### config.mk
export PLATFORM = sky130hd
export DESIGN_NAME = fetch_stage
export DESIGN_NICKNAME = d
export VERILOG_FILES = /design/src/rtl/fetch_stage.sv
export SDC_FILE = /design/constraint.sdc
export NUM_CORES = 1
export LEC_CHECK = 0
export BUFFER_PORTS_ARGS = -buffer_cell sky130_fd_sc_hd__buf_4
export CAP_MARGIN = 20
export CORE_ASPECT_RATIO = 1.2
export CORE_UTILIZATION = 25
export CTS_CLUSTER_DIAMETER = 50
export DETAILED_ROUTE_END_ITERATION = 7
export GPL_ROUTABILITY_DRIVEN = 0
export SLEW_MARGIN = 5
export SYNTH_ARGS = -nofsm -noshare
export SYNTH_HDL_FRONTEND = slang
export SYNTH_SLANG_ARGS = --single-unit
### constraint.sdc
create_clock -name clk -period 3.48 [get_ports clk]
set_input_delay 0.348 -clock clk [delete_from_list [all_inputs] [get_ports clk]]
set_output_delay 0.348 -clock clk [all_outputs]
set_load 0.01 [all_outputs]
### src/rtl/fetch_stage.sv
`default_nettype none
// ============================================================================
// Module   : fetch_stage
// Purpose  : PC, synchronous instruction-ROM addressing, IF/ID register,
//            branch resolution with wrong-path flush, HALT stop.
// Revision : 1.0
// ============================================================================
module fetch_stage #(
    parameter int                ADDR_W   = 8,
    parameter int                INSTR_W  = 32,
    parameter logic [ADDR_W-1:0] RESET_PC = '0,
    parameter logic [3:0]        HALT_OP  = 4'hF
) (
    input  logic               clk,
    input  logic               rst,
    input  logic               stall,
    input  logic               br_valid,
    input  logic [3:0]         br_cond,
    input  logic               flagN,
    input  logic               flagZ,
    input  logic [ADDR_W-1:0]  br_target,
    output logic [ADDR_W-1:0]  imem_addr,
    input  logic [INSTR_W-1:0] imem_rdata,
    output logic [INSTR_W-1:0] id_instr,
    output logic [ADDR_W-1:0]  id_pc,
    output logic               id_valid,
    output logic [3:0]         id_opcode,
    output logic               redirect,
    output logic               halted
);

    typedef enum logic [1:0] {
        S_FILL = 2'd0,
        S_RUN  = 2'd1,
        S_HALT = 2'd2
    } state_t;

    localparam logic [ADDR_W-1:0] c_pc_inc = {{(ADDR_W-1){1'b0}}, 1'b1};

    state_t             r_state;
    logic [ADDR_W-1:0]  r_pc;
    logic               w_taken;
    logic               w_rdata_halt;
    logic [ADDR_W-1:0]  w_next_pc;

    always_comb begin
        w_taken = 1'b0;
        if (br_valid) begin
            case (br_cond)
                4'b0100: w_taken = flagZ;
                4'b0101: w_taken = !flagN && !flagZ;
                4'b0110: w_taken = flagN;
                4'b0111: w_taken = 1'b1;
                default: w_taken = 1'b0;
            endcase
        end
    end

    assign w_rdata_halt = (imem_rdata[INSTR_W-1 -: 4] == HALT_OP);

    // The PC only advances when RUN actually consumes the ROM word; keeping it
    // in lock-step with the ROM address makes rdata always equal mem[pc].
    always_comb begin
        w_next_pc = r_pc;
        if (w_taken)
            w_next_pc = br_target;
        else if (r_state == S_RUN && !stall && !w_rdata_halt)
            w_next_pc = r_pc + c_pc_inc;
    end

    assign imem_addr = rst ? RESET_PC : w_next_pc;
    assign redirect  = w_taken;
    assign id_opcode = id_instr[INSTR_W-1 -: 4];
    assign halted    = (r_state == S_HALT);

    always_ff @(posedge clk) begin
        if (rst) begin
            r_state  <= S_FILL;
            r_pc     <= RESET_PC;
            id_instr <= '0;
            id_pc    <= '0;
            id_valid <= 1'b0;
        end else begin
            r_pc <= w_next_pc;
            case (r_state)
                S_FILL: begin
                    id_valid <= 1'b0;
                    r_state  <= S_RUN;
                end
                S_RUN: begin
                    if (w_taken) begin
                        id_valid <= 1'b0;
                    end else if (!stall) begin
                        id_instr <= imem_rdata;
                        id_pc    <= r_pc;
                        id_valid <= 1'b1;
                        if (w_rdata_halt)
                            r_state <= S_HALT;
                    end
                end
                S_HALT: begin
                    // An older branch still in EX overrides the halt.
                    if (w_taken) begin
                        id_valid <= 1'b0;
                        r_state  <= S_FILL;
                    end else if (!stall) begin
                        id_valid <= 1'b0;
                    end
                end
                default: begin
                    id_valid <= 1'b0;
                    r_state  <= S_FILL;
                end
            endcase
        end
    end

endmodule
`default_nettype wire
After elaboration in Yosys (flattened, before gate mapping)
Index checks and enable logic that the tools add are counted.
- multiplexer cells: 15
- $lt $le $gt $ge: 0
- shift operators: 0
- equal/unequal tests: 13
- div/mod/pow operators: 0
- bitwise gates (word level): 2
- add/sub/neg operators: 1
- multipliers: 0
- reduce and logical (&&, ||, !) cells: 11
- operators with widths (kind ; count):
    $mux W8 ; 3
    $eq A4 B3 Y1 const B ; 4
    $add A8 B1 Y8 const B ; 1
    $mux W2 ; 4
    $ne A2 B2 Y1 const B ; 4
    $ne A3 B3 Y1 const B ; 2
    $pmux W2 S3 ; 1
    $mux W1 ; 5
    $eq A4 B4 Y1 const B ; 1
    $logic_not A1 Y1 ; 4
    $pmux W1 S4 ; 1
    $reduce_and A4 Y1 ; 1
    $logic_and A1 B1 Y1 ; 3
    $reduce_and A3 Y1 ; 1
    $eq A2 B1 Y1 const B ; 1
    $eq A2 B2 Y1 const B ; 1
    $logic_not A2 Y1 ; 1
    $not A1 Y1 ; 2
    $pmux W1 S2 ; 1
    $reduce_and A2 Y1 ; 1
- bits in latches: 0
- input port bits: 50
- logic and storage cells: 47
- memories kept: 0
- memory bits (read-only): 0
- register bits after elaboration: 51
- RAM bits: 0

Longest topological paths before layout
Gate-level depths: netlist of the first run.
- depth in word-level cells: 6
- mapped depth: 5

Worst setup path before layout of the first run
Ideal clock, no wire load.
- path kind: input port to output port
- from: input stall
- to: output imem_addr[2]
- setup slack: 1.595 ns
- arrival: 1.537 ns
- cell stages on the path: 4
- required time: 3.132 ns
- path buffers: 0
- path through: nor3b_1 > nand3_1 > xor2_1 > a211oi_1
- cells in the longest elaborated chain, start to end: 6
- RTL lines (item ; line ; text):
    start: declaration ; 16 ; input logic stall,
    $logic_not A1 Y1 ; -- ;
    $logic_and A1 B1 Y1 (2 in series) ; 67 ; else if (r_state == S_RUN && !stall && !w_rdata_halt)
    $mux W8 ; 67 ;
    $mux W8 ; 65 ; if (w_taken)
    $mux W8 ; -- ;
    end: declaration ; 22 ; output logic [ADDR_W-1:0] imem_addr,
No other way between the ends.

Worst setup path after layout of the first run
- from: register r_state[0]
- to: output imem_addr[2]
- cells in the longest elaborated chain, start to end: 6
- RTL lines (item ; line ; text):
    start: declaration ; 40 ; state_t r_state;
    start signal: assignment ; 78 ; r_state <= S_FILL;
    start signal: assignment ; 88 ; r_state <= S_RUN;
    start signal: assignment ; 98 ; r_state <= S_HALT;
    $eq A2 B1 Y1 ; 67 ;
    $logic_and A1 B1 Y1 (2 in series) ; 67 ;
    $mux W8 ; 67 ;
    $mux W8 ; 65 ;
    $mux W8 ; -- ;
No other way between the ends.

==> results.toml, run 1 <==
[power]
power.share.sequential = 0.477
power_frac_comb = 0.157
p_leak_nw = 1.409
power_mw = 1.322
power.share.clock = 0.366
internal-power_mw = 1.009
vdd.ir_drop.worst_mv = 0.1569
p_per_area_nw_per_um2 = 405.8
p_sw_mw = 0.3133
p_sw_frac = 0.2369

[setup_path]
r2r-start = "r_state[0]"
cp-end-kind = "primary output"
start_kind = "flip-flop"
crit_family = "simple AND/OR/NAND/NOR gates"
critPathMaxStageDelay_ns = 0.66
cp_num_cells = 5
arrival_ns = 2.20
r2r_end = "id_instr[13]"
rrSetupSlack_ns = 1.48
path_buf_inv = 1
cp_cell_sequence = "nor3b_1 -> nand3_1 -> xor2_1 -> a211oi_1 -> buf_4"
path_max_fanout = 7
path_class = "reg2out"
worst_path_max_delay_cell = "nor3b_1"
reg2reg_depth = 4
required_ns = 3.13

[layout]
final_cell_mix = "buf_4, nand2_1, dfxtp_1"
finish.net_count = 397
stdcell_count = 464
syn2layout_area_growth_pct = 42.68
drive_gt1_frac = 0.3545
final_common_cell = "buf_4"
final_util = 0.3744
antennaDiodeCount = 0

[grt]
first_global_vias = 1865
antenna_found_initial = 0
grt_overflow = 0
grt_pass1_wl_um = 8659
grt_util_all_layers = 0.1184
grt_max_degree = 47

[routing]
vias = 2027
drc_errors = 0
wl_met3_um = 362
vias_per_cell = 4.369
m1WireLength_um = 2575
ant_nets = 0
wl_um = 5713
top_layer_used = "met4"
drt_iter0_drc = 29
first_pass_iters = 4
dr_wl_met2_um = 2702
post_drt_wl_per_cell_um = 12.31

[cts]
clk_latency_ns = 0.30
cts_num_sinks = 51
cts_hold_buffers = 0
cts_resized = 0
post-cts-setup-buffer-count = 0
clock_path_buffers = 2
cts_max_level = 2
cts_inserted_buffers = 5
cts_root_buffer = "clkbuf_8"
path_clk_slew_ns = 0.09
cts_tree = "built"

[sta]
period_share = 0.7318
setup_viol = 0
rsz0062_at_grt = "no"
finalSetupTns_ns = 0
drv_slew = 0
finClkSkew_ns = 0.009298
relSlewSlack = 0.4880
tightest_slew_ns = 0.7664
min_period_ns = 2.547
hold_viol = 0
whs_ns = 0.2552
fmax_ghz = 0.3927

[floorplan]
chipHeight_um = 106.7
coreArea_um2 = 8703
ios = 105
fp-row-count = 37
die_w_um = 89.25
die-area_um2 = 9522
initial_utilization = 0.2624

[worst_hold_path]
holdPathEnd = "id_valid"
min_from = "stall"
hold_class = "in2reg"
min_path_cells = 2

[outcome]
outcome = "completed"

[synthesis]
yosys.area.top_type_share = 0.4471
ys_types = 36
synthArstFlopShare = 0
synth_area_um2 = 2283
synth_flop_cell = "dfxtp_1"
ys_seq_area_frac = 0.4471
syn_inst = 251
synthTopCellsByArea = "dfxtp_1, mux2i_1, nand2_1, buf_6, xor2_1"
syn_area_per_cell_um2 = 9.097
synth-edff-count = 0
synth_nets = 302
yosys.area.top_type = "dfxtp_1"
ys_ff_latch = 51
yosys_warnings = 0

[placed_design]
hpwl_um = 4258
numPortBuffers = 104
dpl.cell_count = 456

[job]
drv_cap = 0
power by group through the flow:
stage	Combinational [mW]	Clock (mW)	Sequential (mW)
floorplan	0.0985	0	0.651
global placement	0.208	0	0.643
detailed placement	0.211	0	0.644
CTS	0.211	0.514	0.631
global route	0.227	0.531	0.635
finish	0.207	0.484	0.631
final cells by class:
type                       instances  area [um2]
fill                             932        5445
clock inverter                     2       60.06
clock buffer                       6       72.57
tap                              117       146.4
timing repair buffer             106       808.3
multi-input combinational        179        1139
inverter                           3       11.26
sequential                        51        1021
metal layers:
layer | up-vias | track usage
li1 | 1035 | -
met1 | 919 | 0.1392
met2 | 67 | 0.2007
met3 | 6 | 0.03618
met4 | 0 | 0.04082
met5 | - | 0
worst max-delay path by stage:
stage               startpoint      endpoint
floorplan                stall  imem_addr[2]
global placement         stall  imem_addr[2]
detailed placement       stall  imem_addr[2]
CTS                 r_state[0]  imem_addr[2]
global route        r_state[0]  imem_addr[0]
finish              r_state[0]  imem_addr[2]
synth_stat cells (2+ instances only):
| master | number |
|---|---|
| a211oi_1 | 3 |
| xnor2_1 | 2 |
| nand2_1 | 84 |
| buf_6 | 4 |
| o31ai_1 | 5 |
| a21oi_1 | 7 |
| dfxtp_1 | 51 |
| nand4_1 | 4 |
| clkbuf_1 | 9 |
| nand3_1 | 3 |
| mux2i_1 | 40 |
| nor3_1 | 4 |
| nor3b_1 | 3 |
| xor2_1 | 5 |
| inv_1 | 2 |
| buf_4 | 4 |
| and4_1 | 2 |
registers in the layout, summed over array words and instances (netlist names):
register,flops
r_pc,8
r_state,2
id_instr,32
id_pc,8
id_valid,1
through the flow:
step	setup WS [ns]	cell area, um2
final	0.9334	3258
after global routing	0.7692	3258
after CTS	0.9272	3258
after detailed placement	1.188	3126
after global placement	1.252	3126
after floorplan	1.595	2283
kinds of logic after synthesis:
group | share of synthesized area
AOI/OAI and AO/OA | 0.07342
xor gates and xnor gates | 0.02685
adders and majority gates | 0.005479
buffers and inverters | 0.05424
DFF | 0.4471
muxes | 0.1753
and+or+nand+nor | 0.2175
(Power assumes the default switching activity.)
==> run 2: changes to the inputs <==
clock period = 2.59 ns   (was 3.48 ns; I/O delays follow)
==> results.toml, run 2 (same netlist as run 1, synthesis figures left out) <==
[cts]
cts_num_sinks = 51
cts_root_buffer = "clkbuf_8"
cts_inserted_buffers = 5
path_clk_slew_ns = 0.10
cts_hold_buffers = 0
cts_tree = "built"
cts_max_level = 2
post-cts-setup-buffer-count = 0
clk_latency_ns = 0.31
clock_path_buffers = 2
cts_resized = 0

[setup_path]
critPathMaxStageDelay_ns = 0.43
reg2reg_depth = 4
cp_cell_sequence = "or3b_4 -> nor4_2 -> xnor2_1 -> a21oi_1 -> buf_4"
path_class = "reg2out"
worst_path_max_delay_cell = "or3b_4"
required_ns = 2.33
rrSetupSlack_ns = 0.99
r2r-start = "r_state[0]"
start_kind = "flip-flop"
path_max_fanout = 5
cp-end-kind = "primary output"
arrival_ns = 1.89
path_buf_inv = 1
crit_family = "simple AND/OR/NAND/NOR gates"
r2r_end = "id_instr[7]"

[routing]
wl_um = 5887
vias_per_cell = 4.413
drt_iter0_drc = 36
drc_errors = 0
vias = 2061
first_pass_iters = 4
post_drt_wl_per_cell_um = 12.61
ant_nets = 0

[power]
p_leak_nw = 1.398
p_per_area_nw_per_um2 = 492.7
vdd.ir_drop.worst_mv = 0.1859

[floorplan]
fp-row-count = 37
initial_utilization = 0.2624
die_w_um = 89.25
die-area_um2 = 9522
ios = 105
coreArea_um2 = 8703
chipHeight_um = 106.7

[layout]
fill_cells = 898
finish.net_count = 400
antennaDiodeCount = 0
largest_reg_flops = 32
final_common_cell = "buf_4"
final_cell_mix = "buf_4, nand2_1, dfxtp_1"
final_util = 0.3719
drive_gt1_frac = 0.3629
reg_top3 = "id_instr x32, id_pc x8, r_pc x8"
syn2layout_area_growth_pct = 41.75
regMostFlops = "id_instr"

[grt]
grt_max_degree = 41
first_global_vias = 1971
grt_overflow = 0
grt_util_all_layers = 0.1220
antenna_found_initial = 0
grt_pass1_wl_um = 9101

[worst_hold_path]
hold_class = "in2reg"
min_from = "stall"
holdPathEnd = "id_valid"
min_path_cells = 2

[sta]
hold_viol = 0
drv_slew = 0
finalSetupTns_ns = 0
rsz0062_at_grt = "no"
tightest_slew_ns = 0.4936
fmax_ghz = 0.4656
min_period_ns = 2.148
relSlewSlack = 0.6704
finClkSkew_ns = 0.01376
setup_viol = 0
period_share = 0.8292

[outcome]
outcome = "completed"

[placed_design]
hpwl_um = 4352
numPortBuffers = 104

[job]
drv_cap = 0
[run 2: where the power goes]
part           internal (mW)  total (mW)  switching, mW
sequential             0.821       0.847         0.0253
combinational          0.152       0.285          0.133
clock                  0.189       0.463          0.274
[run 2: layer usage]
layer	part of all wire	GRT usage
met1	0.43	0.1419
met2	0.49	0.2148
met3	0.064	0.03156
met4	0.0093	0.03741
met5	0	0
[run 2: worst max-delay path by stage]
| stage | start | endpoint | slack [ns] | cells past startpoint |
|---|---|---|---|---|
| 3_3_place_gp | br_cond[0] | imem_addr[1] | 0.74 | 6 |
| 5_1_grt | r_state[0] | imem_addr[5] | 0.33 | 5 |
| 4_1_cts | r_state[0] | imem_addr[5] | 0.45 | 5 |
| 2_1_floorplan | r_state[0] | imem_addr[2] | 0.79 | 4 |
| 3_5_place_dp | br_cond[0] | imem_addr[1] | 0.72 | 6 |
| 6_report | r_state[0] | imem_addr[5] | 0.44 | 5 |
[run 2: cell type report]
cell class	count	area (um2)	share of cell area
tap	117	146.4	0.04523
timing repair buffer	109	830.8	0.2567
inverter	3	11.26	0.003479
sequential	51	1021	0.3154
clock buffer	5	68.82	0.02126
multi-input combinational	179	1139	0.3518
clock inverter	3	20.02	0.006185
[run 2: stage by stage]
stage / cell area [um2] / hold WS, ns / instances / power, mW / setup slack, ns
after CTS: 3237 / 0.1507 / 467 / 1.626 / 0.4523
after global routing: 3237 / 0.1658 / 467 / 1.677 / 0.3314
after global placement: 3148 / 0.4438 / 459 / 1.148 / 0.7413
after floorplan: 2283 / 0.3279 / 251 / 1.007 / 0.7950
after detailed placement: 3148 / 0.4513 / 459 / 1.154 / 0.7249
final: 3237 / 0.1626 / 467 / 1.595 / 0.4424
==> run 3: changes to the inputs <==
ABC_AREA = 1   (was default)
clock period = 2.03 ns   (was 2.59 ns; I/O delays follow)
==> results.toml, run 3 <==
[routing]
drt_iter0_drc = 113
ant_nets = 0
post_drt_wl_per_cell_um = 11.03
wl_um = 7487
vias = 2820
drc_errors = 6
vias_per_cell = 4.153
first_pass_iters = 8

[cts]
clk_latency_ns = 0.29
cts_max_level = 2
post-cts-setup-buffer-count = 0
cts_inserted_buffers = 5
path_clk_slew_ns = 0.07
cts_tree = "built"
cts_root_buffer = "clkbuf_16"
cts_num_sinks = 51
clock_path_buffers = 2

[layout]
stdcell_count = 679
reg_top3 = "id_instr x32, id_pc x8, r_pc x8"
largest_reg_flops = 32
regMostFlops = "id_instr"
final_common_cell = "inv_1"
drive_gt1_frac = 0.2382
final_cell_mix = "inv_1, nand2_1, buf_4"
antennaDiodeCount = 0
finish.net_count = 600
syn2layout_area_growth_pct = 37.26

[worst_hold_path]
holdPathEnd = "r_state[0]"
min_from = "rst"
hold_class = "in2reg"
min_path_cells = 2

[setup_path]
reg2reg_depth = 8
path_max_fanout = 9
r2r-start = "r_state[1]"
cp-end-kind = "primary output"
arrival_ns = 1.65
start_kind = "flip-flop"
required_ns = 1.83
path_class = "reg2out"
rrSetupSlack_ns = 0.66
r2r_end = "id_instr[25]"

[synthesis]
syn_area_per_cell_um2 = 6.066
ys_seq_area_frac = 0.3699
syn_inst = 455
synth_nets = 506
yosys-top-cells-count = "inv_1, nand2_1, dfxtp_1, nor2_1, nand4_1"
yosysMostFrequentCell = "inv_1"
synthTopCellsByArea = "dfxtp_1, inv_1, nand2_1, nand4_1, nor2_1"
ys_types = 22
yosys.area.top_type_share = 0.3699
synth_area_um2 = 2760
yosys.area.top_type = "dfxtp_1"
ys_ff_latch = 51
synth-edff-count = 0
yosys_warnings = 0
synth_flop_cell = "dfxtp_1"
synthArstFlopShare = 0

[floorplan]
die_w_um = 97.92
chipHeight_um = 117.1
initial_utilization = 0.2599
die-area_um2 = 11470
fp-row-count = 41
ios = 105
coreArea_um2 = 10620

[sta]
finClkSkew_ns = 0.002729
whs_ns = 0.07532
drv_slew = 0
fmax_ghz = 0.5385
relSlewSlack = 0.6364
min_period_ns = 1.857
rsz0062_at_grt = "no"
setup_viol = 0
period_share = 0.9147
tightest_slew_ns = 0.5447
finalSetupTns_ns = 0
hold_viol = 0

[placed_design]
dpl.cell_count = 671
numPortBuffers = 104
hpwl_um = 5590

[outcome]
outcome = "finished with violations"
violations = "design-rule violations"

[power]
p_leak_nw = 2.137
vdd.ir_drop.worst_mv = 0.3867
p_per_area_nw_per_um2 = 692.5
power_mw = 2.624

[grt]
grt_overflow = 0
grt_max_degree = 33
first_global_vias = 2568
grt_pass1_wl_um = 12160
antenna_found_initial = 0
grt_util_all_layers = 0.1339

[job]
drv_cap = 0
## run 3: changes by cell type after synthesis, sizes merged, moves of 4 or more
cell and change:
mux2i -40, nor3 -4, nor2 +49, nand4 +37, nand2 +37, o31ai -5, buf +8, o21ai +11
inv +126
## run 3: layout make-up
type	count	area (um2)
inverters	130	488.0
clock inverters	3	20.02
well taps	129	161.4
multi-input cells	247	1115
clock buffers	5	125.1
flip-flops and latches	51	1023
fillers	1145	6830
repair buffers	114	855.8
## run 3: power breakdown
part / switching, mW / internal, mW / leakage [nW]
Sequential: 0.0558 / 1.09 / 0.420
Combinational: 0.341 / 0.297 / 1.65
Clock: 0.389 / 0.455 / 0.0658
## run 3: timing repair
item / 4_1_cts / 5_1_grt
setup endpoints to repair: 0 / 6
gates resized for setup: 0 / 5
hold buffers: 0 / 0
## run 3: cells by family (layout without fill, tap and decap cells)
logic type | Yosys count | in the layout | share of synthesized area
simple gates | 219 | 219 | 0.3422
buf+inv | 157 | 252 | 0.2280
flops | 51 | 51 | 0.3699
compound gates | 23 | 23 | 0.04261
xor+xnor | 4 | 4 | 0.01269
fa+ha+maj | 1 | 1 | 0.004532
## run 3: how the worst max path moves through the flow
stage,cells after the start,from,endpoint,slack [ns]
floorplan,6,r_pc[0],imem_addr[4],0.66
global placement,7,br_cond[3],imem_addr[6],0.31
detailed placement,7,br_cond[3],imem_addr[6],0.27
CTS,8,r_state[1],imem_addr[2],0.06
global route,9,r_state[1],imem_addr[4],0.007
finish,9,r_state[1],imem_addr[4],0.17
## run 3: through the flow
stage	instance area, um2	setup WS (ns)	util
floorplan	2760	0.6602	-
global placement	3636	0.3147	0.3424
detailed placement	3636	0.2661	0.3424
CTS	3781	0.06217	0.3561
global route	3789	0.006990	0.3568
finish	3789	0.1731	0.3568
## run 3: critical path: stages (launching register included)
cell     delay [ns]
dfxtp_1        0.34
inv_1          0.06
nand2_1        0.12
nor2_2         0.06
nand2_2        0.17
inv_2          0.11
nand2_1        0.08
nand2_1        0.04
a21oi_1        0.20
buf_4          0.18
## run 3: routing by layer
layer	track usage	wire length, um
met5	0	0
met4	0.04545	94
met3	0.03088	372
met2	0.2455	3874
met1	0.1538	3146
